$ cat config.mk
export PLATFORM = sky130hd
export DESIGN_NAME = oram_req_sequencer
export DESIGN_NICKNAME = d
export VERILOG_FILES = /design/src/rtl/oram_pkg.sv /design/src/rtl/oram_req_fifo.sv /design/src/rtl/oram_req_sequencer.sv
export SDC_FILE = /design/constraint.sdc
export NUM_CORES = 1
export LEC_CHECK = 0
export BUFFER_PORTS_ARGS = -buffer_cell sky130_fd_sc_hd__clkbuf_2
export CAP_MARGIN = 20
export CORE_MARGIN = 2
export CORE_UTILIZATION = 35
export CTS_BUF_LIST = sky130_fd_sc_hd__clkbuf_4 sky130_fd_sc_hd__clkbuf_8
export CTS_CLUSTER_DIAMETER = 40
export DETAILED_ROUTE_END_ITERATION = 6
export GPL_TIMING_DRIVEN = 0
export PLACE_DENSITY_LB_ADDON = 0.12
export SLEW_MARGIN = 0
export SYNTH_ARGS = -nofsm -noshare
export SYNTH_HDL_FRONTEND = slang
export SYNTH_SLANG_ARGS = --single-unit
$ cat constraint.sdc
create_clock -name clk -period 7 [get_ports clk]
set_input_delay 0.35 -clock clk [delete_from_list [all_inputs] [get_ports clk]]
set_output_delay 0.35 -clock clk [all_outputs]
set_load 0.02 [all_outputs]
$ cat src/rtl/oram_pkg.sv
// Shared widths, request record and sequencer state encoding for the ORAM front-end.
package oram_pkg;

   localparam int A = 8;
   localparam int D = 6;
   localparam int W = 8 * A;

   typedef struct packed {
      logic [D-1:0] block;
      logic [W-1:0] wdata;
      logic         rw;
   } oram_req_t;

   typedef enum logic [1:0] {
      IDLE  = 2'd0,
      ISSUE = 2'd1,
      WAIT  = 2'd2,
      RESP  = 2'd3
   } oram_fsm_t;

endpackage

$ cat src/rtl/oram_req_fifo.sv
// Synchronous request FIFO; pushes when full and pops when empty are dropped.
module oram_req_fifo
   import oram_pkg::*;
#(
   parameter int DEPTH = 4
) (
   input  logic                     clk,
   input  logic                     rst,
   input  logic                     push,
   input  logic                     pop,
   input  oram_req_t                din,
   output oram_req_t                dout,
   output logic                     full,
   output logic                     empty,
   output logic [$clog2(DEPTH):0]   count
);

   localparam int PW = $clog2(DEPTH);

   oram_req_t        mem [DEPTH];
   logic [PW-1:0]    wr_ptr;
   logic [PW-1:0]    rd_ptr;
   logic             do_push;
   logic             do_pop;

   assign full    = (count == (PW+1)'(DEPTH));
   assign empty   = (count == '0);
   assign do_push = push && !full;
   assign do_pop  = pop && !empty;
   assign dout    = mem[rd_ptr];

   // pointers are exactly PW bits wide, so wrap is the natural overflow
   always_ff @(posedge clk or negedge rst) begin
      if (!rst) begin
         wr_ptr <= '0;
         rd_ptr <= '0;
         count  <= '0;
      end else begin
         if (do_push) wr_ptr <= wr_ptr + 1'b1;
         if (do_pop)  rd_ptr <= rd_ptr + 1'b1;
         case ({do_push, do_pop})
            2'b10:   count <= count + 1'b1;
            2'b01:   count <= count - 1'b1;
            default: count <= count;
         endcase
      end
   end

   always_ff @(posedge clk) begin
      if (do_push) mem[wr_ptr] <= din;
   end

endmodule

$ cat src/rtl/oram_req_sequencer.sv
// Client-facing request sequencer: queues requests and drives the ORAM core one access at a time.
//
// state | meaning
// IDLE  | waiting for a queued request; pops the FIFO head into the issue register
// ISSUE | one-cycle input_ready pulse to the core; timer cleared
// WAIT  | waiting for core output_ready or timeout
// RESP  | response presented to client until resp_ready
module oram_req_sequencer
   import oram_pkg::*;
#(
   parameter int FIFO_DEPTH = 4,
   parameter int TIMEOUT    = 1024
) (
   input  logic                          clk,
   input  logic                          rst,
   input  logic                          req_valid,
   output logic                          req_ready,
   input  logic [D-1:0]                  req_block,
   input  logic [W-1:0]                  req_wdata,
   input  logic                          req_rw,
   output logic                          resp_valid,
   input  logic                          resp_ready,
   output logic [W-1:0]                  resp_rdata,
   output logic                          resp_rw,
   output logic [D-1:0]                  resp_block,
   output logic                          resp_error,
   output logic [D-1:0]                  oram_block,
   output logic [W-1:0]                  oram_wdata,
   output logic                          oram_rw,
   output logic                          oram_input_ready,
   input  logic [W-1:0]                  oram_r_value,
   input  logic                          oram_output_ready,
   output logic                          busy,
   output logic [$clog2(FIFO_DEPTH):0]   pending
);

   localparam int              TW     = $clog2(TIMEOUT) + 1;
   localparam logic [TW-1:0]   T_LAST = TW'(TIMEOUT - 1);
   localparam logic [TW-1:0]   T_MAX  = '1;

   oram_fsm_t   state;
   logic [TW-1:0] timer;
   oram_req_t   fifo_din;
   oram_req_t   fifo_head;
   logic        fifo_full;
   logic        fifo_empty;
   logic        fifo_push;
   logic        fifo_pop;

   assign fifo_din  = '{block: req_block, wdata: req_wdata, rw: req_rw};
   assign req_ready = !fifo_full;
   assign fifo_push = req_valid && req_ready;
   assign fifo_pop  = (state == IDLE) && !fifo_empty;
   assign busy      = (state != IDLE) || !fifo_empty;

   oram_req_fifo #(
      .DEPTH (FIFO_DEPTH)
   ) u_fifo (
      .clk   (clk),
      .rst   (rst),
      .push  (fifo_push),
      .pop   (fifo_pop),
      .din   (fifo_din),
      .dout  (fifo_head),
      .full  (fifo_full),
      .empty (fifo_empty),
      .count (pending)
   );

   always_ff @(posedge clk or negedge rst) begin
      if (!rst) begin
         state            <= IDLE;
         timer            <= '0;
         oram_block       <= '0;
         oram_wdata       <= '0;
         oram_rw          <= 1'b0;
         oram_input_ready <= 1'b0;
         resp_valid       <= 1'b0;
         resp_rdata       <= '0;
         resp_rw          <= 1'b0;
         resp_block       <= '0;
         resp_error       <= 1'b0;
      end else begin
         case (state)
            IDLE: begin
               if (!fifo_empty) begin
                  oram_block       <= fifo_head.block;
                  oram_wdata       <= fifo_head.wdata;
                  oram_rw          <= fifo_head.rw;
                  oram_input_ready <= 1'b1;
                  state            <= ISSUE;
               end
            end
            ISSUE: begin
               oram_input_ready <= 1'b0;
               timer            <= '0;
               state            <= WAIT;
            end
            WAIT: begin
               // a completion arriving on the timeout cycle still counts as success
               if (oram_output_ready) begin
                  resp_rdata <= oram_rw ? '0 : oram_r_value;
                  resp_error <= 1'b0;
                  resp_rw    <= oram_rw;
                  resp_block <= oram_block;
                  resp_valid <= 1'b1;
                  state      <= RESP;
               end else if (timer == T_LAST) begin
                  resp_rdata <= '0;
                  resp_error <= 1'b1;
                  resp_rw    <= oram_rw;
                  resp_block <= oram_block;
                  resp_valid <= 1'b1;
                  state      <= RESP;
               end else if (timer != T_MAX) begin
                  timer <= timer + 1'b1;
               end
            end
            RESP: begin
               if (resp_ready) begin
                  resp_valid <= 1'b0;
                  state      <= IDLE;
               end
            end
            default: state <= IDLE;
         endcase
      end
   end

endmodule

==> results of run 1 <==
-- cells by family after synthesis --
logic type	synth area share
multiplexers	0.108
buffers and inverters	0.0154
adder cells (fa/ha/maj)	0.00944
flip-flops	0.758
AND/OR/NAND/NOR	0.0620
AO/OA/AOI/OAI	0.0442
XOR/XNOR	0.00367
-- sequential cells by signal, summed over array words and instances, names as in the netlist --
| signal | flops |
|---|---|
| state | 2 |
| resp_error | 1 |
| oram_block | 6 |
| resp_rdata | 64 |
| resp_block | 6 |
| resp_rw | 1 |
| u_fifo.count | 3 |
| resp_valid | 1 |
| u_fifo.wr_ptr | 2 |
| u_fifo.mem | 284 |
| oram_wdata | 64 |
| timer | 11 |
| oram_input_ready | 1 |
| oram_rw | 1 |
| u_fifo.rd_ptr | 2 |
-- routing by layer --
layer,share of wire,routed length [um],track usage
met3,0.062,2570,0.0521
met4,0.030,1230,0.0608
met5,0.00031,13,0
met2,0.49,20500,0.293
met1,0.41,17200,0.204
-- power by group through the flow --
stage | logic, mW | clock network (mW) | registers [mW]
final | 3.19 | 2.69 | 3.93
after global routing | 3.52 | 2.90 | 4.01
after CTS | 3.30 | 2.79 | 3.93
after detailed placement | 3.23 | 0 | 3.98
after global placement | 3.15 | 0 | 4.01
after floorplan | 1.59 | 0 | 4.40
-- tightest hold or removal path, delay by kind of cell --
| kind | cells | cell delay [ps] |
|---|---|---|
| and+or+nand+nor | 1 | 200 |
| buffers and inverters | 1 | 120 |
| xor gates and xnor gates | 1 | 80 |
-- final cells by class --
class                   instances  area (um2)  area share
inverters                      10        37.5     0.00168
plain buffers                  48         219     0.00982
repair buffers                432        2980       0.134
diodes                          1        2.50    0.000112
multi-input cells             445        3810       0.171
clock buffers                 117        1490      0.0666
clock inverters                41         347      0.0155
well taps                     615         769      0.0345
flip-flops and latches        449       12700       0.567
-- synth_stat cells, drive strengths merged (3+ instances only) --
master and instances:
a22o 66, and2 3, and3 7, buf 19, clkbuf 29, dfrtp 165
edfxtp 284, ha 11, inv 10, mux2 13, mux2i 3, mux4 71
nand2 226, nand2b 3, nor2 6, o21ai 3, xnor2 6
-- timing repair --
| item | in CTS | in global routing |
|---|---|---|
| gates resized for setup | 0 | 0 |
| hold buffers | 137 | 0 |
| hold endpoints to repair | 429 | 0 |
| endpoints found under the setup margin | 0 | 0 |
-- worst max-delay path by stage --
stage	start	end	cells past startpoint
floorplan	u_fifo.count[0]$_DFFE_PN0P_	u_fifo.mem[1][0]$_DFFE_PP_	3
global placement	rst	oram_wdata[53]$_DFFE_PN0P_	1
detailed placement	u_fifo.count[0]$_DFFE_PN0P_	u_fifo.count[2]$_DFFE_PN0P_	8
CTS	u_fifo.count[0]$_DFFE_PN0P_	u_fifo.count[2]$_DFFE_PN0P_	8
global route	u_fifo.count[0]$_DFFE_PN0P_	u_fifo.count[2]$_DFFE_PN0P_	8
finish	u_fifo.count[0]$_DFFE_PN0P_	u_fifo.count[2]$_DFFE_PN0P_	8
==> flow_summary_export.csv, run 1 <==
group,metric,value,unit
critical_path,crit_path_end_kind,"flop",
placement,dp_hpwl,25.3,mm
power_and_ir_drop,switchingPower,3.37,mW
logic_synthesis,yosysWarnings,0,
power_and_ir_drop,power,9.81,mW
worst_hold_path,min-delay-start,"req_valid",
logic_synthesis,synth_top_cells_by_area,"edfxtp_1 (51%), dfrtp_1 (25%), mux4_2 (9.6%)",
floorplanning,die_y,222,um
global_route,overflow,0,
floorplanning,fp.dieW,222,um
run,cap_violations,0,
critical_path,critPathTopFamily,"compound AO/OA/AOI/OAI gates",
floorplanning,dieArea,49500,um2
power_and_ir_drop,switching_share,0.344,
logic_synthesis,synth-seq-cells,449,
logic_synthesis,synth_top_area_frac,0.511,
power_and_ir_drop,comb_power_share,0.325,
critical_path,r2r_slack,4080,ps
logic_synthesis,synth.yosys.seq_area_share,0.758,
routing,wire_per_inst,19.2,um
power_and_ir_drop,leakagePower,9.40,nW
sta,fin_tns_setup,0,ps
cts,cts_root_buffer,"clkbuf_8",
cts,insertion_delay,670,ps
logic_synthesis,synthFlopType,"edfxtp_1",
sta,finalCriticalPeriod,2920,ps
cells_and_area,final_area,22300,um2
worst_hold_path,hold_class,"input pin to flop",
cells_and_area,stdcell_count,2158,
routing,ant_nets,0,
logic_synthesis,synthesis.nets,1104,
status,status,"complete, no violations",
sta,slew_headroom,0.346,
critical_path,path_max_fanout,10,
power_and_ir_drop,pwr-share-clk,0.275,
placement,dp_cells,1862,
cells_and_area,layout_common_cells,"clkbuf_2 (288), edfxtp_1 (284), nand2_1 (226), dfrtp_1 (165), dlygate4sd3_1 (137)",
logic_synthesis,ys_types,41,
logic_synthesis,synth_edf_count,284,
critical_path,crit_slowest_cell,"o31ai_4",
global_route,grt_max_degree,86,
cts,cts_tree,"yes",
routing,post_drt_via_cell_ratio,4.65,
sta,min_period_over_period,0.418,
critical_path,rr_startpoint,"u_fifo.count[0]$_DFFE_PN0P_",
cells_and_area,final_common_cell,"clkbuf_2",
routing,num_vias,10000,
routing,drc,0,
power_and_ir_drop,seq_power_share,0.400,
floorplanning,pin_count,290,
critical_path,cp-start-kind,"flop",
cells_and_area,nNetsFinal,1625,
sta,finalHoldWorstSlack,136,ps
worst_hold_path,holdPathEnd,"u_fifo.wr_ptr[0]$_DFFE_PN0P_",
global_route,grt_usage,0.171,
placement,place_area,19100,um2
global_route,grt_pass1_wl,63.7,mm
critical_path,critPathArrivalTime,3470,ps
placement,gp_congestion,0.765,
floorplanning,start_util,0.352,
power_and_ir_drop,ir_worst_vdd,214,uV
cells_and_area,num-fill-cells,4231,
critical_path,required,7550,ps
global_route,antenna_found_initial,2,
cts,path_clk_slew,60,ps
critical_path,critical_path_buf_inv_count,2,
critical_path,crit_type,"flop to flop",
logic_synthesis,syn_inst,952,
cts,htree_num_levels,3,
routing,routed_wl,41.4,mm
sta,tightest_slew,982,ps
sta,fmax,342,MHz
power_and_ir_drop,powerDensity,440,nW/um2
cells_and_area,fin_util,0.470,
global_route,grt_pass1_vias,11000,
placement,port_buffers,289,
sta,fin_skew,30.0,ps
critical_path,reg2regPathDepth,8,
logic_synthesis,synthArstFlopShare,0.367,
routing,initialDrtViolationCount,484,
critical_path,r2r_end,"u_fifo.count[2]$_DFFE_PN0P_",
sta,rsz0062_at_grt,"false",
placement,dp_slack,3960,ps
sta,hold_viol,0,
routing,first_pass_iters,4,
logic_synthesis,synth_top_cell_by_area,"edfxtp_1",
sta,setup_viol,0,
cells_and_area,layout-drive-gt1-share,0.357,
sta,slew_viol_final,0,
sta,layout_setup_ws,4080,ps
logic_synthesis,synth_area,16700,um2
cells_and_area,area_growth_syn_to_layout,33.5,%
worst_hold_path,hold_depth,3,
power_and_ir_drop,p_int,6.44,mW
logic_synthesis,syn_area_per_cell,17.5,um2
cts,post-cts-setup-buffer-count,0,
cts,cts_made_buffers,87,
critical_path,crit_chain,"o31ai_4 > inv_1 > clkbuf_1 > ha_1 > fa_1 > xnor2_1 > nor2_1 > xor2_1",
cts,clockBufferDepth,3,
floorplanning,core,47400,um2
cts,clock-sinks,449,
critical_path,critical-path-max-stage-delay,890,ps
floorplanning,row_count,80,
No activity file was read; power rests on OpenSTA's default activity.
==> inputs of run 2 (changes only) <==
ABC_AREA = 1   (was default)
clock period = 2.6 ns   (was 7 ns; I/O delays follow)
==> flow_summary_export.csv, run 2 <==
group,metric,value,unit
worst_hold_path,hold_depth,2,
logic_synthesis,synth_top_cells_by_area,"edfxtp_1 (49%), dfrtp_1 (24%), nor2_1 (7.8%)",
global_route,overflow,0,
power_and_ir_drop,powerDensity,1200,nW/um2
cells_and_area,final_common_cell,"nor2_1",
sta,setup_viol,0,
cells_and_area,largest-register,"u_fifo.mem",
cells_and_area,largest_reg_flops,284,
sta,tightest_slew,707,ps
cells_and_area,area_growth_syn_to_layout,33.8,%
routing,routed_wl,50.0,mm
logic_synthesis,yosysWarnings,0,
sta,min_period_over_period,0.895,
routing,post_drt_via_cell_ratio,4.67,
logic_synthesis,synth_edf_count,284,
global_route,grt_max_degree,64,
critical_path,crit_path_end_kind,"flop",
power_and_ir_drop,power,27.7,mW
critical_path,crit_type,"flop to flop",
sta,slew_headroom,0.527,
placement,gp_congestion,0.762,
cts,insertion_delay,650,ps
cts,clock-sinks,449,
routing,wire_per_inst,18.3,um
cts,htree_num_levels,3,
floorplanning,start_util,0.353,
sta,fin_skew,38.4,ps
power_and_ir_drop,leakagePower,9.60,nW
cts,cts_made_buffers,82,
logic_synthesis,synth.most_common_cell,"nor2_1",
cts,path_clk_slew,60,ps
global_route,grt_pass1_wl,74.7,mm
floorplanning,fp.dieW,226,um
sta,slew_viol_final,0,
logic_synthesis,synth_top_area_frac,0.494,
run,cap_violations,0,
worst_hold_path,hold_class,"input pin to flop",
logic_synthesis,synthArstFlopShare,0.367,
cells_and_area,fin_util,0.473,
cts,post-cts-setup-buffer-count,0,
global_route,grt_pass1_vias,12900,
placement,port_buffers,289,
logic_synthesis,synthFlopType,"edfxtp_1",
logic_synthesis,synth_common_cells,"nor2_1 (359), edfxtp_1 (284), nand2_1 (204)",
floorplanning,row_count,81,
floorplanning,pin_count,290,
cts,cts_root_buffer,"clkbuf_8",
routing,ant_nets,0,
sta,fin_tns_setup,0,ps
global_route,grt_usage,0.196,
cells_and_area,final_area,23100,um2
logic_synthesis,syn_inst,1479,
power_and_ir_drop,ir_worst_vdd,516,uV
sta,finalCriticalPeriod,2330,ps
floorplanning,core,48800,um2
cts,clockBufferDepth,3,
placement,dp_hpwl,33.1,mm
logic_synthesis,ys_types,31,
routing,drc,0,
routing,initialDrtViolationCount,589,
cells_and_area,top_regs,"u_fifo.mem (284), oram_wdata (64), resp_rdata (64)",
sta,fmax,430,MHz
status,status,"complete, no violations",
critical_path,reg2regPathDepth,9,
logic_synthesis,syn_area_per_cell,11.7,um2
logic_synthesis,synth_top_cell_by_area,"edfxtp_1",
logic_synthesis,synth_area,17300,um2
placement,place_area,19900,um2
cells_and_area,nNetsFinal,2157,
sta,hold_viol,0,
critical_path,required,3120,ps
routing,num_vias,12800,
cells_and_area,layout_common_cells,"nor2_1 (355), clkbuf_2 (288), edfxtp_1 (284), nand2_1 (202), dfrtp_1 (165)",
critical_path,cp-start-kind,"flop",
logic_synthesis,synth.yosys.seq_area_share,0.733,
logic_synthesis,synthesis.nets,1631,
cells_and_area,layout-drive-gt1-share,0.243,
sta,rsz0062_at_grt,"false",
floorplanning,dieArea,51100,um2
logic_synthesis,synth-seq-cells,449,
global_route,antenna_found_initial,5,
critical_path,path_max_fanout,28,
critical_path,critPathArrivalTime,2840,ps
cts,cts_tree,"yes",
floorplanning,die_y,226,um
routing,first_pass_iters,4,
run 2: changes by cell type in the layout (fill, tap and decap cells not counted), moves of 21 or more:
cell / delta
nor2_1: +349
o21ai_0: +147
nand3_1: +73
mux4_2: -71
a22o_1: -66
a31oi_1: +64
nand2_1: -24
inv_1: +21
run 2: report_power, final:
part | leakage, nW | switching [mW] | total (mW) | internal [mW]
clock network | 0.935 | 2.96 | 7.10 | 4.14
logic | 4.06 | 6.96 | 10.0 | 3.07
registers | 4.61 | 0.880 | 10.6 | 9.72
run 2: critical path, cell delays in order, from the launching register on:
cell and delay, ps:
dfrtp_1 410, inv_1 100, ha_1 240, nand2_2 160, inv_4 180, ha_1 290
fa_1 390, a21oi_1 140, o21ai_0 130, xor2_1 150
run 2: layout make-up:
type                    instances  area, um2
multi-input cells             910       4140
fillers                      4527      25700
clock buffers                 128       1560
repair buffers                444       3190
diodes                          2       5.00
clock inverters                23        211
flip-flops and latches        449      12700
plain buffers                  83        367
well taps                     664        831
inverters                      35        134
run 2: worst paths after layout:
| kind | from | to | slack (ps) |
|---|---|---|---|
| worst max-delay path | state[0]$_DFFE_PN0P_ | u_fifo.count[2]$_DFFE_PN0P_ | 270 |
| worst min-delay path | req_wdata[33] | u_fifo.mem[3][34]$_DFFE_PP_ | 240 |
| worst max register to register | state[0]$_DFFE_PN0P_ | u_fifo.count[2]$_DFFE_PN0P_ | 270 |
| worst min register to register | resp_rdata[11]$_DFFE_PN0P_ | resp_rdata[11]$_DFFE_PN0P_ | 470 |
| max in group asynchronous | rst | oram_wdata[7]$_DFFE_PN0P_ | 1510 |
| min in group asynchronous | rst | oram_wdata[36]$_DFFE_PN0P_ | 460 |
run 2: layer usage:
| layer | global-route usage | share of wire | vias up |
|---|---|---|---|
| met5 | 0 | 0.00076 | - |
| met4 | 0.0637 | 0.023 | 6 |
| met3 | 0.0524 | 0.062 | 95 |
| met2 | 0.344 | 0.50 | 371 |
| met1 | 0.234 | 0.42 | 6134 |
| li1 | - | - | 6170 |
run 2: cells by family (layout without fill, tap and decap cells):
logic type | after synthesis | after routing | share of synthesized area
AOI/OAI and AO/OA | 234 | 234 | 0.0731
xor gates and xnor gates | 6 | 6 | 0.00304
adders and majority gates | 12 | 12 | 0.00913
buffers and inverters | 120 | 713 | 0.0294
DFF | 449 | 449 | 0.733
other | 0 | 2 | 0
and+or+nand+nor | 658 | 658 | 0.152
run 2: per-stage QoR:
stage / hold WS [ps] / setup WS (ps) / std cells
after floorplan: -166 / 46.3 / 1479
after global placement: 350 / -2310 / 2432
after detailed placement: 128 / -336 / 2446
after CTS: 177 / 80.0 / 2737
after global routing: 200 / 58.3 / 2738
final: 240 / 273 / 2738
run 2: repair_timing:
action | CTS | global route
setup endpoints to repair | 2 | 1
pin swaps | 0 | 0
endpoints found under the hold margin | 522 | 0
hold buffers | 141 | 0
resized for setup | 3 | 0
